[config.mk]
export PLATFORM = sky130hd
export DESIGN_NAME = mnist_capture
export DESIGN_NICKNAME = d
export VERILOG_FILES = /design/src/rtl/mnist_capture.sv
export SDC_FILE = /design/constraint.sdc
export NUM_CORES = 1
export LEC_CHECK = 0
export ABC_CLOCK_PERIOD_IN_PS = 7200
export BUFFER_PORTS_ARGS = -buffer_cell sky130_fd_sc_hd__buf_2
export CAP_MARGIN = 20
export CORE_MARGIN = 4
export CORE_UTILIZATION = 50
export DETAILED_ROUTE_END_ITERATION = 8
export PLACE_DENSITY = 0.68
export REMOVE_ABC_BUFFERS = 1
export SLEW_MARGIN = 0
export SYNTH_ARGS = -nofsm -noshare
export SYNTH_HDL_FRONTEND = slang
export SYNTH_SLANG_ARGS = --single-unit
[constraint.sdc]
create_clock -name clk_i -period 7.2 [get_ports clk_i]
set_clock_uncertainty 0.2 [all_clocks]
set_input_delay 0.36 -clock clk_i [delete_from_list [all_inputs] [get_ports clk_i]]
set_output_delay 0.36 -clock clk_i [all_outputs]
set_load 0.01 [all_outputs]
[src/rtl/mnist_capture.sv]
// mnist_capture: crops a square ROI from a grayscale camera stream, box-averages
// cells into a thresholded 32x32 bitmap. Optional feature macro: MNIST_CAP_AUTOTHRESH_EN.
module mnist_capture #(
  parameter int X0         = 192,
  parameter int Y0         = 112,
  parameter int SCALE_LOG2 = 3,
  parameter int THRESH     = 128
) (
  input  logic       clk_i,
  input  logic       rst_ni,
  input  logic       start_i,
  input  logic       vsync_i,
  input  logic       href_i,
  input  logic       pix_valid_i,
  input  logic [7:0] pix_gray_i,
  output logic [9:0] wr_addr_o,
  output logic       wr_data_o,
  output logic       wr_en_o,
  output logic       busy_o,
  output logic       done_o,
  output logic       frame_err_o
);

  localparam int S     = SCALE_LOG2;
  localparam int ROI   = 32 << S;
  localparam int ACC_W = 8 + 2 * S;
  localparam int REL_W = S + 5;

  localparam logic [11:0] X_LO = 12'(X0);
  localparam logic [11:0] X_HI = 12'(X0 + ROI);
  localparam logic [11:0] Y_LO = 12'(Y0);
  localparam logic [11:0] Y_HI = 12'(Y0 + ROI);

  typedef enum logic [1:0] {
    IDLE,
    WAIT_FRAME,
    CAPTURE
  } state_e;

  state_e state_q, state_d;

  logic             vsyncPrev_q;
  logic             hrefPrev_q;
  logic [11:0]      col_q, col_d;
  logic [11:0]      row_q, row_d;
  logic [10:0]      cellCnt_q, cellCnt_d;
  logic [ACC_W-1:0] acc_q [32];

  logic             wrEn_q, wrEn_d;
  logic             lastWr_q, lastWr_d;
  logic [9:0]       wrAddr_q, wrAddr_d;
  logic             wrData_q, wrData_d;
  logic             done_q, done_d;
  logic             frameErr_q, frameErr_d;

  logic             vsyncRise;
  logic             hrefFall;
  logic             pixFire;
  logic             roiHit;
  logic             cellLoad;
  logic             cellDone;
  logic             captureEnd;
  logic             abortFrame;
  logic [REL_W-1:0] relX, relY;
  logic [4:0]       cellX, cellY;
  logic [S-1:0]     subX, subY;
  logic [ACC_W-1:0] cellSum;
  logic [7:0]       cellAvg;
  logic [7:0]       activeThresh;
  logic [10:0]      cellCntInc;

  assign vsyncRise = vsync_i & ~vsyncPrev_q;
  assign hrefFall  = ~href_i & hrefPrev_q;
  assign pixFire   = pix_valid_i & href_i;

  assign roiHit = pixFire && (state_q == CAPTURE) &&
                  (col_q >= X_LO) && (col_q < X_HI) &&
                  (row_q >= Y_LO) && (row_q < Y_HI);

  // Offsets inside the ROI; only meaningful when roiHit is set.
  assign relX  = REL_W'(col_q - X_LO);
  assign relY  = REL_W'(row_q - Y_LO);
  assign cellX = 5'(relX >> S);
  assign cellY = 5'(relY >> S);
  assign subX  = relX[S-1:0];
  assign subY  = relY[S-1:0];

  assign cellLoad = roiHit && (subX == '0) && (subY == '0);
  assign cellDone = roiHit && (&subX) && (&subY);
  assign cellSum  = acc_q[cellX] + ACC_W'(pix_gray_i);
  assign cellAvg  = 8'(cellSum >> (2 * S));

  assign cellCntInc = cellCnt_q + 11'(cellDone);
  assign captureEnd = wrEn_q && lastWr_q;
  // A coincident final completion is not an abort: that frame is already whole.
  assign abortFrame = vsyncRise && (state_q == CAPTURE) && (cellCntInc != 11'd1024);

`ifdef MNIST_CAP_AUTOTHRESH_EN
  localparam int SUM_W = 24 + 2 * S;

  logic [SUM_W-1:0] sum_q, sum_d;
  logic [7:0]       thresh_q, thresh_d;

  always_comb begin
    sum_d    = sum_q;
    thresh_d = thresh_q;
    if (roiHit) begin
      sum_d = sum_q + SUM_W'(pix_gray_i);
    end
    if (vsyncRise) begin
      sum_d = '0;
    end
    if (captureEnd) begin
      thresh_d = 8'(sum_q >> (10 + 2 * S));
    end
  end

  always_ff @(posedge clk_i or negedge rst_ni) begin
    if (!rst_ni) begin
      sum_q    <= '0;
      thresh_q <= 8'(THRESH);
    end else begin
      sum_q    <= sum_d;
      thresh_q <= thresh_d;
    end
  end

  assign activeThresh = thresh_q;
`else
  assign activeThresh = 8'(THRESH);
`endif

  always_comb begin
    state_d = state_q;
    unique case (state_q)
      IDLE:       if (start_i)    state_d = WAIT_FRAME;
      WAIT_FRAME: if (vsyncRise)  state_d = CAPTURE;
      CAPTURE:    if (captureEnd) state_d = IDLE;
      default:                    state_d = IDLE;
    endcase
  end

  // vsync clearing is applied last so a coincident cell completion still writes.
  always_comb begin
    col_d     = col_q;
    row_d     = row_q;
    cellCnt_d = cellCnt_q;
    if (pixFire && (col_q != '1)) begin
      col_d = col_q + 12'd1;
    end
    if (hrefFall) begin
      col_d = '0;
      if (row_q != '1) begin
        row_d = row_q + 12'd1;
      end
    end
    if (cellDone) begin
      cellCnt_d = cellCntInc;
    end
    if (vsyncRise) begin
      col_d     = '0;
      row_d     = '0;
      cellCnt_d = '0;
    end
  end

  always_comb begin
    wrEn_d     = cellDone;
    lastWr_d   = cellDone && (cellCnt_q == 11'd1023);
    wrAddr_d   = wrAddr_q;
    wrData_d   = wrData_q;
    done_d     = captureEnd;
    frameErr_d = abortFrame;
    if (cellDone) begin
      wrAddr_d = {cellY, cellX};
      wrData_d = (cellAvg < activeThresh);
    end
  end

  always_ff @(posedge clk_i or negedge rst_ni) begin
    if (!rst_ni) begin
      state_q     <= IDLE;
      vsyncPrev_q <= 1'b0;
      hrefPrev_q  <= 1'b0;
      col_q       <= '0;
      row_q       <= '0;
      cellCnt_q   <= '0;
      wrEn_q      <= 1'b0;
      lastWr_q    <= 1'b0;
      wrAddr_q    <= '0;
      wrData_q    <= 1'b0;
      done_q      <= 1'b0;
      frameErr_q  <= 1'b0;
    end else begin
      state_q     <= state_d;
      vsyncPrev_q <= vsync_i;
      hrefPrev_q  <= href_i;
      col_q       <= col_d;
      row_q       <= row_d;
      cellCnt_q   <= cellCnt_d;
      wrEn_q      <= wrEn_d;
      lastWr_q    <= lastWr_d;
      wrAddr_q    <= wrAddr_d;
      wrData_q    <= wrData_d;
      done_q      <= done_d;
      frameErr_q  <= frameErr_d;
    end
  end

  // One running sum per cell column; a cell row reuses them once per band.
  always_ff @(posedge clk_i or negedge rst_ni) begin
    if (!rst_ni) begin
      for (int i = 0; i < 32; i++) begin
        acc_q[i] <= '0;
      end
    end else if (roiHit) begin
      acc_q[cellX] <= cellLoad ? ACC_W'(pix_gray_i) : cellSum;
    end
  end

  assign wr_addr_o   = wrAddr_q;
  assign wr_data_o   = wrData_q;
  assign wr_en_o     = wrEn_q;
  assign busy_o      = (state_q != IDLE);
  assign done_o      = done_q;
  assign frame_err_o = frameErr_q;

endmodule
## Word level (Yosys, flattened, before mapping)

Cells that the tools add are included.

- Flip-flop bits (word level): 502
- Word-level logic and storage cells: 118

- $add $sub $neg: 6
- $lt $le $gt $ge: 7
- Equality and inequality tests: 9
- Multiplexer cells: 19
- Bitwise logic cells: 6
- Reduce and logical (&&, ||, !) cells: 27

Operators with widths:

| cell | count |
|---|---|
| $bwmux W448 | 1 |
| $mux W12 | 6 |
| $bmux W14 S5 | 1 |
| $demux W14 S5 | 1 |
| $mux W14 | 4 |
| $add A12 B1 Y12 const B | 2 |
| $lt A12 B9 Y1 const B | 2 |
| $ne A12 B12 Y1 const B | 2 |
| $mux W11 | 2 |
| $logic_and A1 B1 Y1 | 15 |
| $add A14 B8 Y14 | 1 |
| $ge A12 B7 Y1 const B | 1 |
| $ge A12 B8 Y1 const B | 1 |
| $add A11 B1 Y11 | 1 |
| $eq A11 B10 Y1 const B | 1 |
| $ne A11 B11 Y1 const B | 1 |
| $reduce_and A3 Y1 | 3 |
| $lt A8 B8 Y1 const B | 1 |
| $reduce_bool A2 Y1 | 4 |
| $sub A8 B7 Y8 const B | 1 |
| $sub A8 B8 Y8 const B | 1 |
| $ge A6 B6 Y1 const B | 1 |
| $logic_not A3 Y1 | 2 |
| $lt A6 B1 Y1 const B | 1 |
| 11 further kinds | 18 |

## Longest topological paths before layout

- Depth in word-level cells: 11
- Depth in mapped cells: 22
- Depth with buffers taken out: 14

## Worst setup path before layout

No wires, ideal clock.

- Kind: flip-flop to flip-flop
- Start point: register col_q[6]
- End point: register acc_q[124] (netlist bit)
- Library setup time: 0.133 ns
- Arrival time: 5.151 ns
- Slack: 1.716 ns
- Stages on the path, launching flop included: 23
- Path buffers: 8
- Cells stage by stage: dfrtp_1 clkbuf_1 inv_2 buf_2 buf_1 ha_1 buf_2 buf_4 buf_2 buf_2 mux2_2 ha_1 inv_1 fa_1 nor2b_1 o21ai_0 a21oi_1 o21ai_0 a221oi_2 a211oi_1 a31oi_1 clkbuf_1 o21ai_0

RTL lines:

| element | RTL line | text |
|---|---|---|
| start, declared | 44 | `logic [11:0] col_q, col_d;` |
| start signal, assigned | 198 | `col_q <= col_d;` |
| $sub A8 B8 Y8 (*) | 81 | `assign relX = REL_W'(col_q - X_LO);` |
| net cellX[3] | 65 | `logic [4:0] cellX, cellY;` |
| $not A5 Y6 (*) | 90, 217 |  |
| $bmux W14 S5 | 90 | `assign cellSum = acc_q[cellX] + ACC_W'(pix_gray_i);` |
| $mux W14 (not written as such) (2 in series) | 90 |  |
| $add A14 B8 Y14 | 90 |  |
| $mux W14 | 217 | `acc_q[cellX] <= cellLoad ? ACC_W'(pix_gray_i) : cellSum;` |
| $bwmux W448 (*) | 217 |  |
| end signal, assigned by index | 217 |  |
| end, declared | 47 | `logic [ACC_W-1:0] acc_q [32];` |

Mark *: on every way through the listed nets, which the timed path passes. The rest lies on a longest branch. The select of a mux whose other input is x is not followed.
A chain may end at the register's enable or synchronous reset.

## Final worst setup path

- Start point: register col_q[3]
- End point: register acc_q[321] (netlist bit)

- Word-level cells in the longest chain between the ends: 9

Ends and longest elaborated chain:

| element |
|---|
| branches (longest 9 deep; another with $add A14 B8 Y14) |

Parallel ways; which one is timed is not known. The select of a mux whose other input is x is not followed.

==> metrics.yaml <==
status: "completed"
cts_root_buffer: "clkbuf_16"
post-place-cells: 2657
gp_congestion: 0.828
slew_violations: 0
grt.total_usage_pct: 24.0
synth-simple-area-share_pct: 12.9
place_area_um2: 23700
worstPathMaxFanout: 45
r2r.worst_path.cells: 14
pin_count: 29
wl_per_cell_um: 21.2
syn_inst: 2151
period_minus_slack_ps: 5920
fp.dieW_um: 223
postSynth.topFlopCell: "dfrtp_1"
clk_path_buf_depth: 3
num_vias: 16274
grt_max_degree: 146
path_depth: 14
fmax_mhz: 169
yosysSeqAreaShare_pct: 54.4
clkLatencyLatePin_ps: 600
worstMarginPinSlew_ps: 1120
layout.nets: 2156
drt-vias-per-instance: 5.89
initial_core_util_pct: 50.7
required_ps: 7420
synth_edf_count: 0
setup-tns-final_ps: 0
first_pass_iters: 5
path_cells: "buf_4 > mux4_2 > mux4_2 > mux2_2 > ha_1 > o21ai_0 > o21ai_0 > a21o_1 > a31oi_1 > a211oi_1 > nand2_1 > xnor2_4 > buf_12 > o31ai_1"
grt.overflow.total: 0
yosys_register_bits: 502
slew_headroom_pct: 25.1
slowest_delay_ps: 990
synthMuxAreaShare_pct: 14.0
hpwl_mm: 36.1
post-route-period-util_pct: 82.2
die_h_um: 223
hold_violations: 0
setup_viol: 0
rows: 78
grt_pass1_wl_mm: 94.8
route.detailed.drc: 0
power.leakage_nw: 11.2
cp-start-kind: "register"
synth.top_cells.by_area: "dfrtp_1, mux4_2, o21ai_0"
async_flop_share_pct: 100
drive_above_1_share_pct: 15.6
final_area_um2: 25700
p_per_area_nw_per_um2: 225
grt_pass1_vias: 16603
core_um2: 45600
cp.arrival_ps: 6140
antenna_found_initial: 2
io_buffers: 28
ys_types: 59
hold_buffers: 4
cts_resized: 0
area_growth_pct: 11.2
synthAdderAreaFrac_pct: 1.22
cts_tree: "yes"
die-area_um2: 49700
cts_buffers: 51
hold_depth: 4
worst-path-buf-inv: 2
fin_cells: 2762
ant_nets: 0
synth-warning-count: 0
nFillCells: 3740
slowest_stage: "dfrtp_4"
synth_compound_area_share_pct: 12.7
grt_setup_unrepaired: "false"
path_clk_slew_ps: 60
wl_mm: 58.6
synth_top_family_by_area: "multiplexers"
avgSynthCellArea_um2: 10.7
synth-xor-area-share_pct: 1.36
syn-cell-area_um2: 23100
cts_setup_buffers: 0
drv_cap: 0
critPathTopFamily: "multiplexers"
diodes: 0
clkSinkCount: 502
htree_levels: 2
synth_area_leader_cell: "dfrtp_1"
critPathKind: "reg2reg"
hp-class: "in2reg"
vdd.ir_drop.worst_mv: 0.212
drtIter0Drc: 1472
critPathCaptureType: "register"
synth_top_area_share_pct: 54.4
sequential cells by signal, summed over array words and instances, names as in the netlist, 2 cells and up:
name / flops
wr_addr_o: 10
col_q: 12
acc_q: 448
state_q: 2
row_q: 12
cellCnt_q: 11
metrics by stage:
step | utilization [%] | hold WS, ps | total power, mW | setup slack [ps]
floorplan | - | -136 | 2.95 | -854
global placement | 51.9 | 196 | 3.05 | 1390
detailed placement | 52.1 | 204 | 3.06 | 1320
CTS | 56.1 | 89.1 | 5.83 | 1290
global route | 56.4 | 138 | 5.97 | 656
finish | 56.4 | 94.7 | 5.79 | 1280
worst paths after layout:
check	start	end	slack, ps
worst max-delay path	col_q[3]	acc_q[321]	1280
worst min-delay path	pix_valid_i	col_q[1]	90
worst max register to register	col_q[3]	acc_q[321]	1280
worst min register to register	wr_addr_o[1]	wr_addr_o[1]	270
max in group asynchronous	rst_ni	acc_q[266]	5190
min in group asynchronous	rst_ni	cellCnt_q[4]	140
layer usage:
metal / GRT usage [%] / share of wire, % / vias to the layer above
li1: - / - / 7446
met3: 3.13 / 5.5 / 128
met2: 39.5 / 48 / 472
met4: 8.29 / 3.3 / 4
met5: 0 / 0.046 / -
met1: 33.5 / 43 / 8224
final cells by class:
cell class	instances	area (µm²)	area share, %
Multi-Input combinational cell	1469	9790	38.1
Inverter	16	60.1	0.234
Tap cell	600	751	2.92
Clock inverter	21	256	0.998
Sequential cell	502	12600	48.9
Clock buffer	74	1520	5.93
Timing Repair Buffer	80	742	2.89
cell usage after synthesis, types with 2 or more instances:
master    instances
a211oi_1          7
a21o_1            3
a21oi_1          47
a22o_1            2
a22oi_1           4
a31oi_1           4
and2_0            3
and2_1            5
and2b_1           2
and3_1            3
and4_1            2
buf_1             6
buf_2            19
buf_4             4
buf_6             8
clkbuf_1        125
dfrtp_1         502
ha_1             21
inv_1            15
mux2_2           14
mux2i_1          18
mux4_1           14
mux4_2          111
nand2_1         528
nand2b_1          8
nand3_1          28
nand4_1          10
nand4b_1          2
nor2_1          101
nor2b_1          13
nor3_1           11
nor4_1            3
o21ai_0         411
o22ai_1           2
o31ai_1           2
o31ai_2          29
or2_2             3
or3_1             7
or4_1             2
xnor2_1          16
xor2_1           18
logic make-up after synthesis:
family,Yosys count
xor+xnor,35
simple gates,734
mux,158
fa+ha+maj,22
flops,502
buf+inv,180
compound gates,520
tightest hold or removal path, cell delays in order:
cell and delay, ps:
buf_2 110, o311ai_2 190, mux2i_1 110, nor2_1 80
layout by cell type, fill, tap and decap left out, types with 15 or more instances in the layout:
cell type  instances
xor2_1            18
clkbuf_16         52
ha_1              20
o21ai_0          406
a21oi_1           46
nor2_1           101
mux2i_1           16
buf_2             27
o31ai_2           29
inv_1             15
mux4_2           111
nand3_1           28
buf_4             34
nand2_1          528
xnor2_1           16
dfrtp_1          499
report_power, final:
part / leakage [nW] / internal, mW / switching (mW)
logic: 3.29 / 0.0396 / 0.113
registers: 7.00 / 2.84 / 0.0171
clock network: 0.889 / 1.65 / 1.13
Power figures use the tool's default switching activity.
